===== src/rtl/apb_bridge_pkg.sv =====
// rtl/apb_bridge_pkg.sv - shared widths, defaults and state type for the APB transfer scheduler
package apb_bridge_pkg;
  localparam int ADDR_W        = 32;
  localparam int DATA_W        = 32;
  localparam int DEF_NSLV      = 4;
  localparam int DEF_SLV_SHIFT = 12;

  typedef enum logic [1:0] {
    ST_IDLE,
    ST_SETUP,
    ST_ACCESS,
    ST_DERR
  } sched_state_t;
endpackage


===== src/rtl/apb_xfer_scheduler_if.sv =====
// rtl/apb_xfer_scheduler_if.sv - FIFO read side, APB master bus and status signals of the scheduler
interface apb_xfer_scheduler_if #(
  parameter int NSLV = apb_bridge_pkg::DEF_NSLV
);
  import apb_bridge_pkg::*;

  logic              rempty;
  logic [ADDR_W-1:0] fifo_addr;
  logic [DATA_W-1:0] fifo_data;
  logic              fifo_write;
  logic              rinc;
  logic [NSLV-1:0]   Psel;
  logic              Penable;
  logic              Pwrite;
  logic [ADDR_W-1:0] Paddr;
  logic [DATA_W-1:0] Pdata;
  logic              Pready;
  logic [DATA_W-1:0] Prdata;
  logic [DATA_W-1:0] rdata_out;
  logic              rdata_valid;
  logic              decode_err;
  logic              timeout_err;
  logic              busy;

  modport master (
    input  rempty, fifo_addr, fifo_data, fifo_write, Pready, Prdata,
    output rinc, Psel, Penable, Pwrite, Paddr, Pdata,
           rdata_out, rdata_valid, decode_err, timeout_err, busy
  );

  modport slave (
    output rempty, fifo_addr, fifo_data, fifo_write, Pready, Prdata,
    input  rinc, Psel, Penable, Pwrite, Paddr, Pdata,
           rdata_out, rdata_valid, decode_err, timeout_err, busy
  );
endinterface


===== src/rtl/apb_addr_decode.sv =====
// rtl/apb_addr_decode.sv - combinational address decode to {hit, one-hot slave select}
module apb_addr_decode
  import apb_bridge_pkg::*;
#(
  parameter int                NSLV      = DEF_NSLV,
  parameter int                SLV_SHIFT = DEF_SLV_SHIFT,
  parameter logic [ADDR_W-1:0] BASE_HI   = 32'h4000_0000 >> (SLV_SHIFT + $clog2(NSLV))
) (
  input  logic [ADDR_W-1:0] addr,
  output logic              hit,
  output logic [NSLV-1:0]   sel
);
  localparam int IDXW = $clog2(NSLV);

  logic [IDXW-1:0] idx;

  assign idx = addr[SLV_SHIFT +: IDXW];
  assign hit = (addr >> (SLV_SHIFT + IDXW)) == BASE_HI;

  always_comb begin
    sel = '0;
    for (int i = 0; i < NSLV; i++) begin
      sel[i] = hit && (idx == IDXW'(i));
    end
  end
endmodule


===== src/rtl/apb_xfer_scheduler.sv =====
// rtl/apb_xfer_scheduler.sv - FIFO-driven APB IDLE/SETUP/ACCESS sequencer
// Optional ACCESS timeout abort is built when APB_SCHED_TIMEOUT_EN is defined.
module apb_xfer_scheduler
  import apb_bridge_pkg::*;
#(
  parameter int                NSLV      = DEF_NSLV,
  parameter int                SLV_SHIFT = DEF_SLV_SHIFT,
  parameter logic [ADDR_W-1:0] BASE_HI   = 32'h4000_0000 >> (SLV_SHIFT + $clog2(NSLV))
`ifdef APB_SCHED_TIMEOUT_EN
  , parameter int              TO_CYCLES = 16
`endif
) (
  input  logic                 Pclk,
  input  logic                 Preset,
  apb_xfer_scheduler_if.master bus
);
  sched_state_t      state;
  sched_state_t      state_nxt;
  logic              capture;
  logic              abort;
  logic              done_read;
  logic              dec_hit;
  logic [NSLV-1:0]   dec_sel;
  logic [NSLV-1:0]   sel_q;
  logic [ADDR_W-1:0] paddr_q;
  logic [DATA_W-1:0] pdata_q;
  logic [DATA_W-1:0] rdata_q;
  logic              pwrite_q;
  logic              rvalid_q;

  apb_addr_decode #(
    .NSLV      (NSLV),
    .SLV_SHIFT (SLV_SHIFT),
    .BASE_HI   (BASE_HI)
  ) u_decode (
    .addr (bus.fifo_addr),
    .hit  (dec_hit),
    .sel  (dec_sel)
  );

`ifdef APB_SCHED_TIMEOUT_EN
  localparam int CNT_W = $clog2(TO_CYCLES) + 1;

  logic [CNT_W-1:0] wait_cnt;
  logic             tout_q;

  // Counts ACCESS wait cycles; SETUP always precedes ACCESS so it is the clear point.
  always_ff @(posedge Pclk) begin
    if (Preset) begin
      wait_cnt <= '0;
      tout_q   <= 1'b0;
    end else begin
      tout_q <= abort;
      if (state == ST_SETUP) begin
        wait_cnt <= '0;
      end else if (state == ST_ACCESS && !bus.Pready) begin
        wait_cnt <= wait_cnt + 1'b1;
      end
    end
  end

  assign abort = (state == ST_ACCESS) && !bus.Pready && (wait_cnt == CNT_W'(TO_CYCLES - 1));
  assign bus.timeout_err = tout_q;
`else
  assign abort = 1'b0;
  assign bus.timeout_err = 1'b0;
`endif

  assign done_read = (state == ST_ACCESS) && bus.Pready && !pwrite_q;

  always_comb begin
    state_nxt = state;
    capture   = 1'b0;
    case (state)
      ST_IDLE:   capture = !bus.rempty;
      ST_SETUP:  state_nxt = ST_ACCESS;
      ST_ACCESS: begin
        if (bus.Pready) begin
          capture   = !bus.rempty;
          state_nxt = ST_IDLE;
        end else if (abort) begin
          state_nxt = ST_IDLE;
        end
      end
      ST_DERR:   state_nxt = ST_IDLE;
      default:   state_nxt = ST_IDLE;
    endcase
    // No pop while reset is held, otherwise an entry would vanish unexecuted.
    if (Preset) begin
      capture = 1'b0;
    end
    if (capture) begin
      state_nxt = dec_hit ? ST_SETUP : ST_DERR;
    end
  end

  always_ff @(posedge Pclk) begin
    if (Preset) begin
      state    <= ST_IDLE;
      sel_q    <= '0;
      paddr_q  <= '0;
      pdata_q  <= '0;
      pwrite_q <= 1'b0;
      rdata_q  <= '0;
      rvalid_q <= 1'b0;
    end else begin
      state    <= state_nxt;
      rvalid_q <= done_read;
      if (done_read) begin
        rdata_q <= bus.Prdata;
      end
      if (capture) begin
        paddr_q  <= bus.fifo_addr;
        pdata_q  <= bus.fifo_data;
        pwrite_q <= bus.fifo_write;
        sel_q    <= dec_sel;
      end
    end
  end

  assign bus.rinc        = capture;
  assign bus.Psel        = (state == ST_SETUP || state == ST_ACCESS) ? sel_q : '0;
  assign bus.Penable     = (state == ST_ACCESS);
  assign bus.Pwrite      = pwrite_q;
  assign bus.Paddr       = paddr_q;
  assign bus.Pdata       = pdata_q;
  assign bus.rdata_out   = rdata_q;
  assign bus.rdata_valid = rvalid_q;
  assign bus.decode_err  = (state == ST_DERR);
  assign bus.busy        = (state != ST_IDLE);
endmodule


===== src/flat_wrapper.sv =====
// flat-port wrapper written by rule: the top's interface ports become plain ports
module apb_xfer_scheduler_flat import apb_bridge_pkg::*;
#(
  parameter int                NSLV      = DEF_NSLV,
  parameter int                SLV_SHIFT = DEF_SLV_SHIFT,
  parameter logic [ADDR_W-1:0] BASE_HI   = 32'h4000_0000 >> (SLV_SHIFT + $clog2(NSLV))

)
  (Pclk, Preset, bus_rempty, bus_fifo_addr, bus_fifo_data, bus_fifo_write, bus_Pready, bus_Prdata, bus_rinc, bus_Psel, bus_Penable, bus_Pwrite, bus_Paddr, bus_Pdata, bus_rdata_out, bus_rdata_valid, bus_decode_err, bus_timeout_err, bus_busy);
  apb_xfer_scheduler_if #(.NSLV(NSLV)) bus_i ();
  input  logic Pclk;
  input  logic Preset;
  input wire logic [$bits(bus_i.rempty)-1:0] bus_rempty;
  input wire logic [$bits(bus_i.fifo_addr)-1:0] bus_fifo_addr;
  input wire logic [$bits(bus_i.fifo_data)-1:0] bus_fifo_data;
  input wire logic [$bits(bus_i.fifo_write)-1:0] bus_fifo_write;
  input wire logic [$bits(bus_i.Pready)-1:0] bus_Pready;
  input wire logic [$bits(bus_i.Prdata)-1:0] bus_Prdata;
  output wire logic [$bits(bus_i.rinc)-1:0] bus_rinc;
  output wire logic [$bits(bus_i.Psel)-1:0] bus_Psel;
  output wire logic [$bits(bus_i.Penable)-1:0] bus_Penable;
  output wire logic [$bits(bus_i.Pwrite)-1:0] bus_Pwrite;
  output wire logic [$bits(bus_i.Paddr)-1:0] bus_Paddr;
  output wire logic [$bits(bus_i.Pdata)-1:0] bus_Pdata;
  output wire logic [$bits(bus_i.rdata_out)-1:0] bus_rdata_out;
  output wire logic [$bits(bus_i.rdata_valid)-1:0] bus_rdata_valid;
  output wire logic [$bits(bus_i.decode_err)-1:0] bus_decode_err;
  output wire logic [$bits(bus_i.timeout_err)-1:0] bus_timeout_err;
  output wire logic [$bits(bus_i.busy)-1:0] bus_busy;
  assign bus_i.rempty = bus_rempty;
  assign bus_i.fifo_addr = bus_fifo_addr;
  assign bus_i.fifo_data = bus_fifo_data;
  assign bus_i.fifo_write = bus_fifo_write;
  assign bus_i.Pready = bus_Pready;
  assign bus_i.Prdata = bus_Prdata;
  assign bus_rinc = bus_i.rinc;
  assign bus_Psel = bus_i.Psel;
  assign bus_Penable = bus_i.Penable;
  assign bus_Pwrite = bus_i.Pwrite;
  assign bus_Paddr = bus_i.Paddr;
  assign bus_Pdata = bus_i.Pdata;
  assign bus_rdata_out = bus_i.rdata_out;
  assign bus_rdata_valid = bus_i.rdata_valid;
  assign bus_decode_err = bus_i.decode_err;
  assign bus_timeout_err = bus_i.timeout_err;
  assign bus_busy = bus_i.busy;
  apb_xfer_scheduler #(.NSLV(NSLV), .SLV_SHIFT(SLV_SHIFT), .BASE_HI(BASE_HI)) u_core (.Pclk(Pclk), .Preset(Preset), .bus(bus_i));
endmodule

===== config.mk =====
export PLATFORM = sky130hd
export DESIGN_NAME = apb_xfer_scheduler_flat
export DESIGN_NICKNAME = d
export VERILOG_FILES = /design/src/rtl/apb_bridge_pkg.sv /design/src/rtl/apb_xfer_scheduler_if.sv /design/src/rtl/apb_addr_decode.sv /design/src/rtl/apb_xfer_scheduler.sv /design/src/flat_wrapper.sv
export SDC_FILE = /design/constraint.sdc
export NUM_CORES = 1
export LEC_CHECK = 0
export ABC_AREA = 0
export CORE_UTILIZATION = 38
export DETAILED_ROUTE_END_ITERATION = 16
export PLACE_DENSITY = 0.79
export SLEW_MARGIN = 5
export SYNTH_ARGS = -nofsm -noshare
export SYNTH_HDL_FRONTEND = slang
export SYNTH_SLANG_ARGS = --single-unit

===== constraint.sdc =====
create_clock -name Pclk -period 2.29 [get_ports Pclk]
set_input_delay 0.687 -clock Pclk [delete_from_list [all_inputs] [get_ports Pclk]]
set_output_delay 0.687 -clock Pclk [all_outputs]
set_load 0.01 [all_outputs]

==> reports/results.ini <==
[run_status]
outcome=finished, final reports clean

[power_and_ir_drop]
p_comb_share_pct=37.2
switchingPower_w=0.00176
power.density_nw_per_um2=878
p_clk_share_pct=21.3
p_sw_share_pct=32.5
p_leak_nw=2.30
p_seq_share_pct=41.4
p_int_w=0.00366
power.total_w=0.00542
ir_drop_mv=0.577

[synth]
synth_top_area_share_pct=55.6
syn_area_per_cell_um2=7.88
synth-edff-count=0
synthesis.area_um2=3740
syn_nets=579
synth_area_leaders=dfxtp_1 56%, nand2_1 20%, a21oi_1 13%
yosysWarnings=0
yosysTopAreaCell=dfxtp_1
synth_seq_area_share_pct=55.6
syn_inst=475
synth.distinct_cells=26
ys_seq_elements=104
synthFlopType=dfxtp_1
postSynth.asyncResetShare_pct=0

[grt]
grt-ovfl-total=0
grt_max_degree=100
antenna_found_initial=0
gr-usage-all-layers_pct=20.7
grt_pass1_wl_mm=16.8
grt_pass1_vias=3587

[layout]
area_growth_pct=64.9
diodes=0
final_cell_mix=196 x nand2_1, 195 x clkdlybuf4s50_1, 103 x dfxtp_1
layout_commonest_cell=nand2_1
nNetsFinal=772
fillCellCount=826
drive_above_1_share_pct=6.09

[clock_network]
clk_pin_slew_ps=90
cts_buffers=9
post_cts_buffers=0
root_buffer=clkbuf_8
cts_max_level=3
cts.sinks=104
clk_latency_ps=350
tritoncts=built
clock_path_buffers=2

[setup_path]
crit_fanout=6
arrival_ps=1500
reg2regPathDepth=7
crit_path_start_kind=flip-flop
crit_type=reg2out
end_kind=output port
r2r_slack_ps=480
timing.rr.start=u_core.state[0]
r2r_end=u_core.bus.Pdata[27]
worstPathRequired_ps=1600

[placement]
gp_congestion=0.728
dp_slack_ps=-529
io_buffers=206
hpwl_mm=7.80

[floorplan]
num_rows=35
core-area_um2=9370
die_h_um=101
ioPinCount=208
initial_core_util_pct=39.9
fp.dieW_um=101
die_area_um2=10200

[timing]
whs_ps=456
slew_violations=0
setup_violations=0
finalHoldViolations=0
timing.fmax_ghz=0.458
finalClockSkew_ps=10.5
worst_slew_pin_slew_ps=1020
setup_ws_ps=107
slew_headroom_pct=32.1
fin_crit_sh_pct=95.3
period_minus_slack_ps=2180

[detailed_routing]
wirelength_mm=10.7
vias=3750
vias_per_cell=4.68
drc=0
drt-initial-drc-count=164
wl_per_cell_um=13.4
ant_nets=0
drtPass1Iterations=4

[worst_hold_path]
hold_path_end=u_core.bus.Pdata[6]
hp-start=u_core.bus.Pdata[6]
whs_path_depth=2
hp-class=reg2reg

[flow_run]
maxCapViolations=0

==> repair_timing <==
| item | in CTS | in global routing |
|---|---|---|
| hold buffers | 0 | 0 |
| resized for setup | 15 | 4 |
| pin swaps | 2 | 1 |
| setup endpoints to repair | 7 | 3 |
==> kinds of logic (layout without fill, tap and decap cells) <==
logic type,after synthesis,count (layout),share of synthesized area [%]
AND/OR/NAND/NOR,221,221,24.2
AO/OA/AOI/OAI,106,106,14.6
flip-flops,104,104,55.6
buffers and inverters,40,238,4.38
adder cells (fa/ha/maj),3,3,1.00
other,1,1,0.100
==> Yosys cell counts (2+ instances only) <==
| master | n |
|---|---|
| clkbuf_1 | 25 |
| and2_1 | 4 |
| nand2b_1 | 2 |
| a21oi_1 | 99 |
| buf_2 | 8 |
| or2_1 | 2 |
| dfxtp_1 | 104 |
| nand2_1 | 197 |
| ha_1 | 3 |
| nor4_2 | 2 |
| inv_1 | 6 |
| o31ai_1 | 3 |
| nand3_1 | 4 |
| nor2_1 | 4 |
==> power groups by stage <==
stage                     Clock [W]  Combinational, W  Sequential (W)
final                       0.00116           0.00202         0.00224
after CTS                   0.00120           0.00201         0.00225
after global routing        0.00127           0.00223         0.00228
after global placement            0           0.00194         0.00227
after floorplan                   0          0.000809         0.00241
after detailed placement          0           0.00198         0.00229
==> cell type report <==
type	instances	area [um^2]	share of cell area [%]
multi-input cells	331	1540	24.9
clock buffers	10	138	2.23
repair buffers	216	2160	35.1
flip-flops and latches	104	2080	33.8
inverters	6	22.5	0.365
clock inverters	6	65.1	1.05
well taps	129	161	2.62
==> routing by layer <==
| metal | global-route usage [%] | vias up | routed length, um |
|---|---|---|---|
| li1 | - | 1914 | - |
| met1 | 23.2 | 1680 | 4240 |
| met2 | 36.0 | 139 | 5160 |
| met3 | 7.94 | 17 | 1130 |
| met4 | 6.91 | 0 | 193 |
| met5 | 0 | - | 0 |
==> flip-flops by register name, summed over array words and instances, names as in the netlist <==
name,flops
u_core.bus.Pdata,32
u_core.bus.Paddr,32
u_core.bus.rdata_out,32
u_core.bus.rdata_valid,1
u_core.sel_q,4
u_core.state,2
u_core.bus.Pwrite,1
==> worst max-delay path by stage <==
stage	slack (ps)	startpoint	cells past startpoint	end
after floorplan	260	bus_Pready	5	bus_rinc
after detailed placement	-530	bus_Pready	6	bus_rinc
after global placement	-530	bus_Pready	6	bus_rinc
final	110	u_core.state[1]	4	bus_Psel[0]
after global routing	-0.9	u_core.state[0]	7	bus_rinc
after CTS	20	bus_rempty	5	bus_rinc
==> through the flow <==
stage / setup TNS, ps / area, um^2 / instances / utilization (%)
4_1_cts: 0 / 6150 / 802 / 65.7
6_report: 0 / 6170 / 802 / 65.8
2_1_floorplan: 0 / 3740 / 475 / -
3_3_place_gp: -723 / 5940 / 786 / 63.4
5_1_grt: -0.920 / 6170 / 802 / 65.8
3_5_place_dp: -1600 / 5940 / 786 / 63.4
==> worst max-delay path, cell delays in order, from the launching register on <==
cell           delay [ps]
dfxtp_2               370
inv_1                  70
ha_4                  290
and2_1                120
dlygate4sd2_1         300
Note: power is estimated with default switching activity, not from simulation.
